File: src/rtl/muldiv_unit.sv
// Iterative HI/LO multiply/divide unit for the MIPS EX stage.
// Mul uses 32 shift-add steps and div uses 32 restoring steps, both on magnitudes; a FIX cycle applies the signs.
module muldiv_unit #(
  parameter int ITER = 32
) (
  input  logic        clk,
  input  logic        rst,
  input  logic        start,
  input  logic [2:0]  op,
  input  logic [31:0] a,
  input  logic [31:0] b,
  output logic        busy,
  output logic        done,
  output logic [31:0] hi,
  output logic [31:0] lo,
  output logic [1:0]  dbg_state
);

  // Request handshake: start is a single-cycle request sampled with op/a/b on a rising edge.
  // It is honoured only when busy is low. done pulses for one cycle once HI/LO hold a mul/div result.

  typedef enum logic [1:0] {S_IDLE, S_MUL, S_DIV, S_FIX} state_t;

  localparam logic [2:0] OP_MULT  = 3'b000;
  localparam logic [2:0] OP_MULTU = 3'b001;
  localparam logic [2:0] OP_DIV   = 3'b010;
  localparam logic [2:0] OP_DIVU  = 3'b011;
  localparam logic [2:0] OP_MTHI  = 3'b100;
  localparam logic [2:0] OP_MTLO  = 3'b101;

  state_t      state_q, state_d;
  logic [4:0]  cnt_q, cnt_d;
  logic [63:0] acc_q, acc_d;
  logic [31:0] opnd_q, opnd_d;
  logic        neg_res_q, neg_res_d;
  logic        neg_rem_q, neg_rem_d;
  logic        div0_q, div0_d;
  logic        is_div_q, is_div_d;
  logic [31:0] hi_q, hi_d;
  logic [31:0] lo_q, lo_d;
  logic        done_q, done_d;

  logic        a_neg, b_neg;
  logic [31:0] a_mag, b_mag;
  logic [32:0] mul_sum;
  logic [32:0] div_shift;
  logic [32:0] div_trial;
  logic [63:0] prod_fix;
  logic [31:0] quo_fix, rem_fix;

  // Even op codes among the mul/div group are the signed variants.
  assign a_neg = ~op[0] & a[31];
  assign b_neg = ~op[0] & b[31];
  assign a_mag = a_neg ? (~a + 32'd1) : a;
  assign b_mag = b_neg ? (~b + 32'd1) : b;

  // acc holds {partial product, remaining multiplier} or {remainder, dividend/quotient}.
  assign mul_sum   = {1'b0, acc_q[63:32]} + (acc_q[0] ? {1'b0, opnd_q} : 33'd0);
  assign div_shift = acc_q[63:31];
  assign div_trial = div_shift - {1'b0, opnd_q};

  assign prod_fix = neg_res_q ? (~acc_q + 64'd1) : acc_q;
  // Divide-by-zero yields all-ones quotient; remainder restores to the original dividend.
  assign quo_fix  = div0_q ? 32'hFFFF_FFFF
                  : (neg_res_q ? (~acc_q[31:0] + 32'd1) : acc_q[31:0]);
  assign rem_fix  = neg_rem_q ? (~acc_q[63:32] + 32'd1) : acc_q[63:32];

  always_comb begin
    state_d   = state_q;
    cnt_d     = cnt_q;
    acc_d     = acc_q;
    opnd_d    = opnd_q;
    neg_res_d = neg_res_q;
    neg_rem_d = neg_rem_q;
    div0_d    = div0_q;
    is_div_d  = is_div_q;
    hi_d      = hi_q;
    lo_d      = lo_q;
    done_d    = 1'b0;
    case (state_q)
      S_IDLE: begin
        if (start) begin
          case (op)
            OP_MULT, OP_MULTU: begin
              acc_d     = {32'd0, b_mag};
              opnd_d    = a_mag;
              neg_res_d = a_neg ^ b_neg;
              neg_rem_d = 1'b0;
              div0_d    = 1'b0;
              is_div_d  = 1'b0;
              cnt_d     = 5'd0;
              state_d   = S_MUL;
            end
            OP_DIV, OP_DIVU: begin
              acc_d     = {32'd0, a_mag};
              opnd_d    = b_mag;
              neg_res_d = a_neg ^ b_neg;
              neg_rem_d = a_neg;
              div0_d    = (b == 32'd0);
              is_div_d  = 1'b1;
              cnt_d     = 5'd0;
              state_d   = S_DIV;
            end
            OP_MTHI: hi_d = a;
            OP_MTLO: lo_d = a;
            default: ;
          endcase
        end
      end
      S_MUL: begin
        acc_d = {mul_sum, acc_q[31:1]};
        cnt_d = cnt_q + 5'd1;
        if (cnt_q == 5'(ITER - 1)) state_d = S_FIX;
      end
      S_DIV: begin
        if (!div_trial[32]) acc_d = {div_trial[31:0], acc_q[30:0], 1'b1};
        else                acc_d = {div_shift[31:0], acc_q[30:0], 1'b0};
        cnt_d = cnt_q + 5'd1;
        if (cnt_q == 5'(ITER - 1)) state_d = S_FIX;
      end
      S_FIX: begin
        if (is_div_q) begin
          hi_d = rem_fix;
          lo_d = quo_fix;
        end else begin
          hi_d = prod_fix[63:32];
          lo_d = prod_fix[31:0];
        end
        done_d  = 1'b1;
        state_d = S_IDLE;
      end
      default: state_d = S_IDLE;
    endcase
  end

  always_ff @(posedge clk or posedge rst) begin
    if (rst) begin
      state_q   <= S_IDLE;
      cnt_q     <= 5'd0;
      acc_q     <= 64'd0;
      opnd_q    <= 32'd0;
      neg_res_q <= 1'b0;
      neg_rem_q <= 1'b0;
      div0_q    <= 1'b0;
      is_div_q  <= 1'b0;
      hi_q      <= 32'd0;
      lo_q      <= 32'd0;
      done_q    <= 1'b0;
    end else begin
      state_q   <= state_d;
      cnt_q     <= cnt_d;
      acc_q     <= acc_d;
      opnd_q    <= opnd_d;
      neg_res_q <= neg_res_d;
      neg_rem_q <= neg_rem_d;
      div0_q    <= div0_d;
      is_div_q  <= is_div_d;
      hi_q      <= hi_d;
      lo_q      <= lo_d;
      done_q    <= done_d;
    end
  end

  assign busy      = (state_q != S_IDLE);
  assign done      = done_q;
  assign hi        = hi_q;
  assign lo        = lo_q;
  assign dbg_state = state_q;

endmodule

File: config.mk
export PLATFORM = sky130hd
export DESIGN_NAME = muldiv_unit
export DESIGN_NICKNAME = d
export VERILOG_FILES = /design/src/rtl/muldiv_unit.sv
export SDC_FILE = /design/constraint.sdc
export NUM_CORES = 1
export LEC_CHECK = 0
export CAP_MARGIN = 20
export CORE_MARGIN = 1
export CORE_UTILIZATION = 50
export DETAILED_ROUTE_END_ITERATION = 10
export HOLD_SLACK_MARGIN = 0.05
export PLACE_DENSITY = 0.74
export REMOVE_ABC_BUFFERS = 1
export SYNTH_ARGS = -nofsm -noshare
export SYNTH_HDL_FRONTEND = slang
export SYNTH_SLANG_ARGS = --single-unit
File: constraint.sdc
create_clock -name clk -period 5.75 [get_ports clk]
set_input_delay 1.15 -clock clk [delete_from_list [all_inputs] [get_ports clk]]
set_output_delay 1.15 -clock clk [all_outputs]
set_load 0.05 [all_outputs]
======== Yosys cells after proc, flatten, opt, wreduce, memory -nomap -nowiden ========
Index checks and enable logic that the tools add are counted.
W data, S select, Z words.
cells by class
  add/sub/neg operators ................... 8
  eq/ne operators ......................... 15
  multiplexer cells ....................... 31
  bitwise logic cells ..................... 9
  reductions and logical operators ........ 19
operators with widths
  kind                     count
  $mux W32                 12
  $mux W64                 3
  $pmux W32 S2             3
  $pmux W64 S3             1
  $add A32 B1 Y32 const B  4
  $not A32 Y32             4
  $pmux W64 S2             1
  $add A64 B1 Y64 const B  1
  $not A64 Y64             1
  $add A32 B32 Y33         1
  $sub A33 B32 Y33         1
  $logic_not A32 Y1        1
  $reduce_and A3 Y1        7
  $mux W5                  2
  $pmux W5 S2              1
  $reduce_bool A2 Y1       4
  $eq A3 B2 Y1 const B     2
  $eq A3 B3 Y1 const B     2
  $ne A2 B1 Y1 const B     3
  $pmux W1 S2              3
  $pmux W2 S3              1
  $reduce_or A2 Y1         3
  $add A5 B1 Y5 const B    1
  $eq A5 B5 Y1 const B     1
  other kinds (15)         19
storage, ports and cells
  register bits after elaboration ......... 172

======== Longest topological paths before layout ========
  word-level depth ........................ 6
  gate-level depth with buffers ........... 15
  depth with buffers taken out ............ 13

======== Worst setup path after synthesis ========
No wires, ideal clock.
  path type ............................... input port to flip-flop
  from .................................... input a[12]
  to ...................................... register acc_q[29]
  arrival ................................. 3.309 ns
  slack ................................... 2.364 ns
  cell stages on the path ................. 10
  cell sequence ........................... or4_4 or4_4 nor3_1 and2_1 nor3b_2 a21oi_1 xnor2_1 a211oi_1 a21oi_1 o21ai_1
on the way
  word-level cells in the longest chain between the ends .. 6
ends and longest elaborated chain
  element               RTL line  text
  from (decl)           10        input logic [31:0] a,
  $not A32 Y32          54        assign a_mag = a_neg ? (~a + 32'd1) : a;
  $add A32 B1 Y32       54
  $mux W32              54
  $pmux W64 S2          83        case (op)
  $mux W64              82        if (start) begin
  $pmux W64 S3          80        case (state_q)
  to (signal assigned)  140       acc_q <= 64'd0;
  to (signal assigned)  152       acc_q <= acc_d;
  to (decl)             33        logic [63:0] acc_q, acc_d;
Every way passes these cells. The select of a mux whose other input is x is not followed.
A chain may end at the register's enable or synchronous reset.

======== Final worst setup path ========
  from .................................... input a[2]
  to ...................................... register acc_q[29]
The elaborated chain is that of the path after synthesis.

==> impl_table.tex <==
\begin{tabular}{lr}
\hline
Metric & Value \\
\hline
\multicolumn{2}{l}{\textbf{Die}} \\
\quad Area inside the core boundary & 28700 sq um \\
\quad Die W & 172.7 um \\
\quad Number of top-level pins & 138 \\
\quad Chip Height & 172.7 um \\
\quad Die outline area & 29830 sq um \\
\quad Initial Utilization & 0.5077 \\
\quad Standard-cell rows & 62 \\
\multicolumn{2}{l}{\textbf{Global routing}} \\
\quad Largest net degree at the start of global routing & 103 \\
\quad First-pass GRT wire length & 75.91 mm \\
\quad Number of global-route vias before repair & 13990 \\
\quad Total overflow reported by the global router & 0 \\
\quad Overall Global Routing Usage & 0.3162 \\
\quad Number of antenna violations at the first check in global routing & 1 \\
\multicolumn{2}{l}{\textbf{Yosys}} \\
\quad Number of synthesized flops with an enable pin & 0 \\
\quad Post-Synthesis Cells & 1831 \\
\quad Yosys warnings & 0 \\
\quad Post-synth design cell area & 14570 sq um \\
\quad Sequential cell area fraction in the yosys report & 0.2954 \\
\quad Number of storage elements in the synthesis netlist & 172 \\
\quad Average cell area after synthesis & 7.959 sq um \\
\quad Number of distinct standard cells referenced by the synthesized netlist & 85 \\
\quad Prevailing post-synth register cell & dfrtp\_1 \\
\quad Ys async rst share & 1.000 \\
\multicolumn{2}{l}{\textbf{Place}} \\
\quad Sum of net half-perimeters after detailed placement & 35.13 mm \\
\quad Worst slack at placement & 1.288 ns \\
\quad Total of buffers placed on input and output ports & 137 \\
\quad Routability congestion estimate & 0.9859 \\
\multicolumn{2}{l}{\textbf{Routing}} \\
\quad Via/cell ratio & 6.433 \\
\quad First-pass detailed-route iteration total & 6 \\
\quad Total wirelength of the detailed-routed design & 47.99 mm \\
\quad DRC & 0 \\
\quad Initial drt markers & 1703 \\
\quad Total vias in the final route & 14700 \\
\quad Antenna-violating nets left & 0 \\
\quad Per-cell routed wire length & 21.00 um \\
\multicolumn{2}{l}{\textbf{Clocking}} \\
\quad H-Tree Level Count & 4 \\
\quad CTS buffer count & 17 \\
\quad Root buffer cell & clkbuf\_16 \\
\quad Gates resized, CTS repair & 0 \\
\quad Number of setup buffers added after CTS & 0 \\
\quad Clock latency on the worst-skew pair & 0.45 ns \\
\quad Clk pin slew, worst setup/hold paths & 0.08 ns \\
\quad Clock sink total & 172 \\
\quad Hold\_buf cts & 0 \\
\quad CTS tree & done \\
\quad Clock Tree Buf Depth & 2 \\
\multicolumn{2}{l}{\textbf{Timing}} \\
\quad Min Hold Slack & 0.4837 ns \\
\quad Worst-case clock skew & 0.01589 ns \\
\quad Endpoints failing setup & 0 \\
\quad Worst slew slack as a fraction of its limit & 0.2975 \\
\quad Post-route worst setup slack & 1.565 ns \\
\quad Peak Freq & 0.2390 GHz \\
\quad Total negative slack & 0 ns \\
\quad Setup repair after global routing missed its margin & no \\
\quad Part of the cycle the worst path needs & 0.7278 \\
\quad Max-slew violation count & 0 \\
\quad Tightest Pin Transition & 1.054 ns \\
\quad Final count of hold timing violations & 0 \\
\quad Minimum clock period & 4.185 ns \\
\multicolumn{2}{l}{\textbf{Power}} \\
\quad Int Pwr & 5.376 mW \\
\quad Leak pwr & 6.999 nW \\
\quad Power density relative to cell area & 697.5 nW/um\^{}2 \\
\quad Sw frac & 0.5393 \\
\quad Worst supply voltage drop on vdd & 0.3997 mV \\
\quad Sequential power share & 0.213 \\
\quad Clock group share of total power & 0.103 \\
\quad Switch Pwr & 6.292 mW \\
\quad Logic gate share of total power & 0.685 \\
\quad Total power & 11.67 mW \\
\multicolumn{2}{l}{\textbf{Finish}} \\
\quad \# diodes & 0 \\
\quad Commonest non-fill, non-tap cell in the layout & o21ai\_0 \\
\quad Core Util, Final & 0.5828 \\
\quad Commonest cells after routing, fill and taps aside & 214 x o21ai\_0, 198 x nand2\_1, 172 x dfrtp\_1 \\
\quad Filler Cells Inserted & 2598 \\
\quad Area Growth Syn to Fin & 14.79\% \\
\quad Fraction of layout instances using a drive strength above 1 & 0.04787 \\
\quad Number of nets in the layout & 2035 \\
\multicolumn{2}{l}{\textbf{Worst hold path}} \\
\quad Worst hold path type & flop to flop \\
\quad Launch instance of the worst min-delay path & lo[25] \\
\multicolumn{2}{l}{\textbf{Setup path}} \\
\quad R2R setup slack & 1.63 ns \\
\quad Kind of start point of the critical path & input pin \\
\quad Kind of critical path & input pin to flop \\
\quad Startpoint of the most critical setup path & a[2] \\
\quad Reg2reg end & acc\_q[36] \\
\quad End point of the critical path & acc\_q[29] \\
\quad Worst Setup End Kind & flop \\
\quad R2R Path Start & acc\_q[31] \\
\quad Worst R2R Path Depth & 13 \\
\quad Data required, critical path & 6.12 ns \\
\quad Peak fanout along the critical path & 7 \\
\quad Signal arrival time at the worst endpoint & 4.56 ns \\
\multicolumn{2}{l}{\textbf{Run status}} \\
\quad Run status & finished clean \\
\multicolumn{2}{l}{\textbf{Job}} \\
\quad Number of max-cap violations & 0 \\
\hline
\end{tabular}
==> cells by family (layout without fill, tap and decap cells) <==
| group | count (synthesis) | after routing | share of synthesized area |
|---|---|---|---|
| AOI/OAI and AO/OA | 667 | 667 | 0.2852 |
| and+or+nand+nor | 529 | 529 | 0.1732 |
| buffers and inverters | 178 | 248 | 0.05109 |
| xor gates and xnor gates | 173 | 173 | 0.1040 |
| DFF | 172 | 172 | 0.2954 |
| adders and majority gates | 77 | 77 | 0.06714 |
| muxes | 35 | 35 | 0.02404 |
==> sequential cells by signal, summed over array words and instances (netlist names) <==
signal and flops:
opnd_q 32, done 1, acc_q 64, div0_q 1, dbg_state 2, cnt_q 5
neg_rem_q 1, hi 32, neg_res_q 1, lo 32, is_div_q 1
==> through the flow <==
stage	std cells	area, sq um
3_5_place_dp	2252	16120
5_1_grt	2285	16730
2_1_floorplan	1711	14050
3_3_place_gp	2252	16120
4_1_cts	2284	16700
6_report	2285	16730
==> power groups by stage <==
stage	Clock [mW]	Sequential (mW)	Combinational, mW
floorplan	0	3.06	4.94
global placement	0	2.46	7.59
detailed placement	0	2.48	7.73
CTS	1.19	2.46	7.79
global route	1.24	2.55	8.66
finish	1.20	2.48	7.99
==> worst max-delay path, cell delays in order <==
cell	delay (ns)
clkdlybuf4s50_1	0.55
nor4_1	0.73
nand3_1	0.46
nor3_1	0.39
and2_1	0.24
nor3b_2	0.25
a21oi_1	0.12
xnor2_1	0.19
a211oi_1	0.24
a21oi_1	0.08
o21ai_1	0.15
==> area by class of cell <==
cell class	count	area (sq um)	area share
Sequential cell	172	4304	0.2573
Clock buffer	18	439.2	0.02625
Multi-Input combinational cell	1481	9577	0.5725
Clock inverter	14	143.9	0.008601
Inverter	58	222.7	0.01331
Timing Repair Buffer	158	1562	0.09334
Tap cell	384	480.5	0.02872
==> synth_stat cells (24+ instances only) <==
| cell | instances | area (sq um) |
|---|---|---|
| xor2_1 | 67 | 586.8 |
| clkbuf_1 | 96 | 360.4 |
| o22ai_1 | 37 | 231.5 |
| dfrtp_1 | 172 | 4304 |
| xnor2_1 | 106 | 928.4 |
| a21o_1 | 25 | 187.7 |
| a21oi_1 | 163 | 815.8 |
| nand2b_1 | 24 | 150.1 |
| nor3_1 | 35 | 175.2 |
| mux2i_1 | 35 | 350.3 |
| o31ai_1 | 28 | 210.2 |
| inv_1 | 58 | 217.7 |
| nor2_1 | 139 | 521.8 |
| nand2_1 | 199 | 747.0 |
| a22oi_1 | 42 | 315.3 |
| ha_1 | 75 | 938.4 |
| o21ai_0 | 214 | 1071 |
==> how the worst min path moves through the flow <==
stage	to	depth (start not counted)	slack, ns
4_1_cts	lo[7]	2	0.49
6_report	lo[25]	2	0.48
3_3_place_gp	lo[25]	2	0.46
3_5_place_dp	lo[7]	2	0.47
5_1_grt	hi[31]	2	0.51
2_1_floorplan	div0_q	2	0.45
==> per-layer routing <==
layer	routed length, um	GRT usage	up-vias
li1	-	-	6789
met1	19990	0.4149	6994
met2	21580	0.5015	774
met3	4327	0.06398	142
met4	2088	0.1460	0
met5	0	0	-
Note: power is estimated with default switching activity, not from simulation.
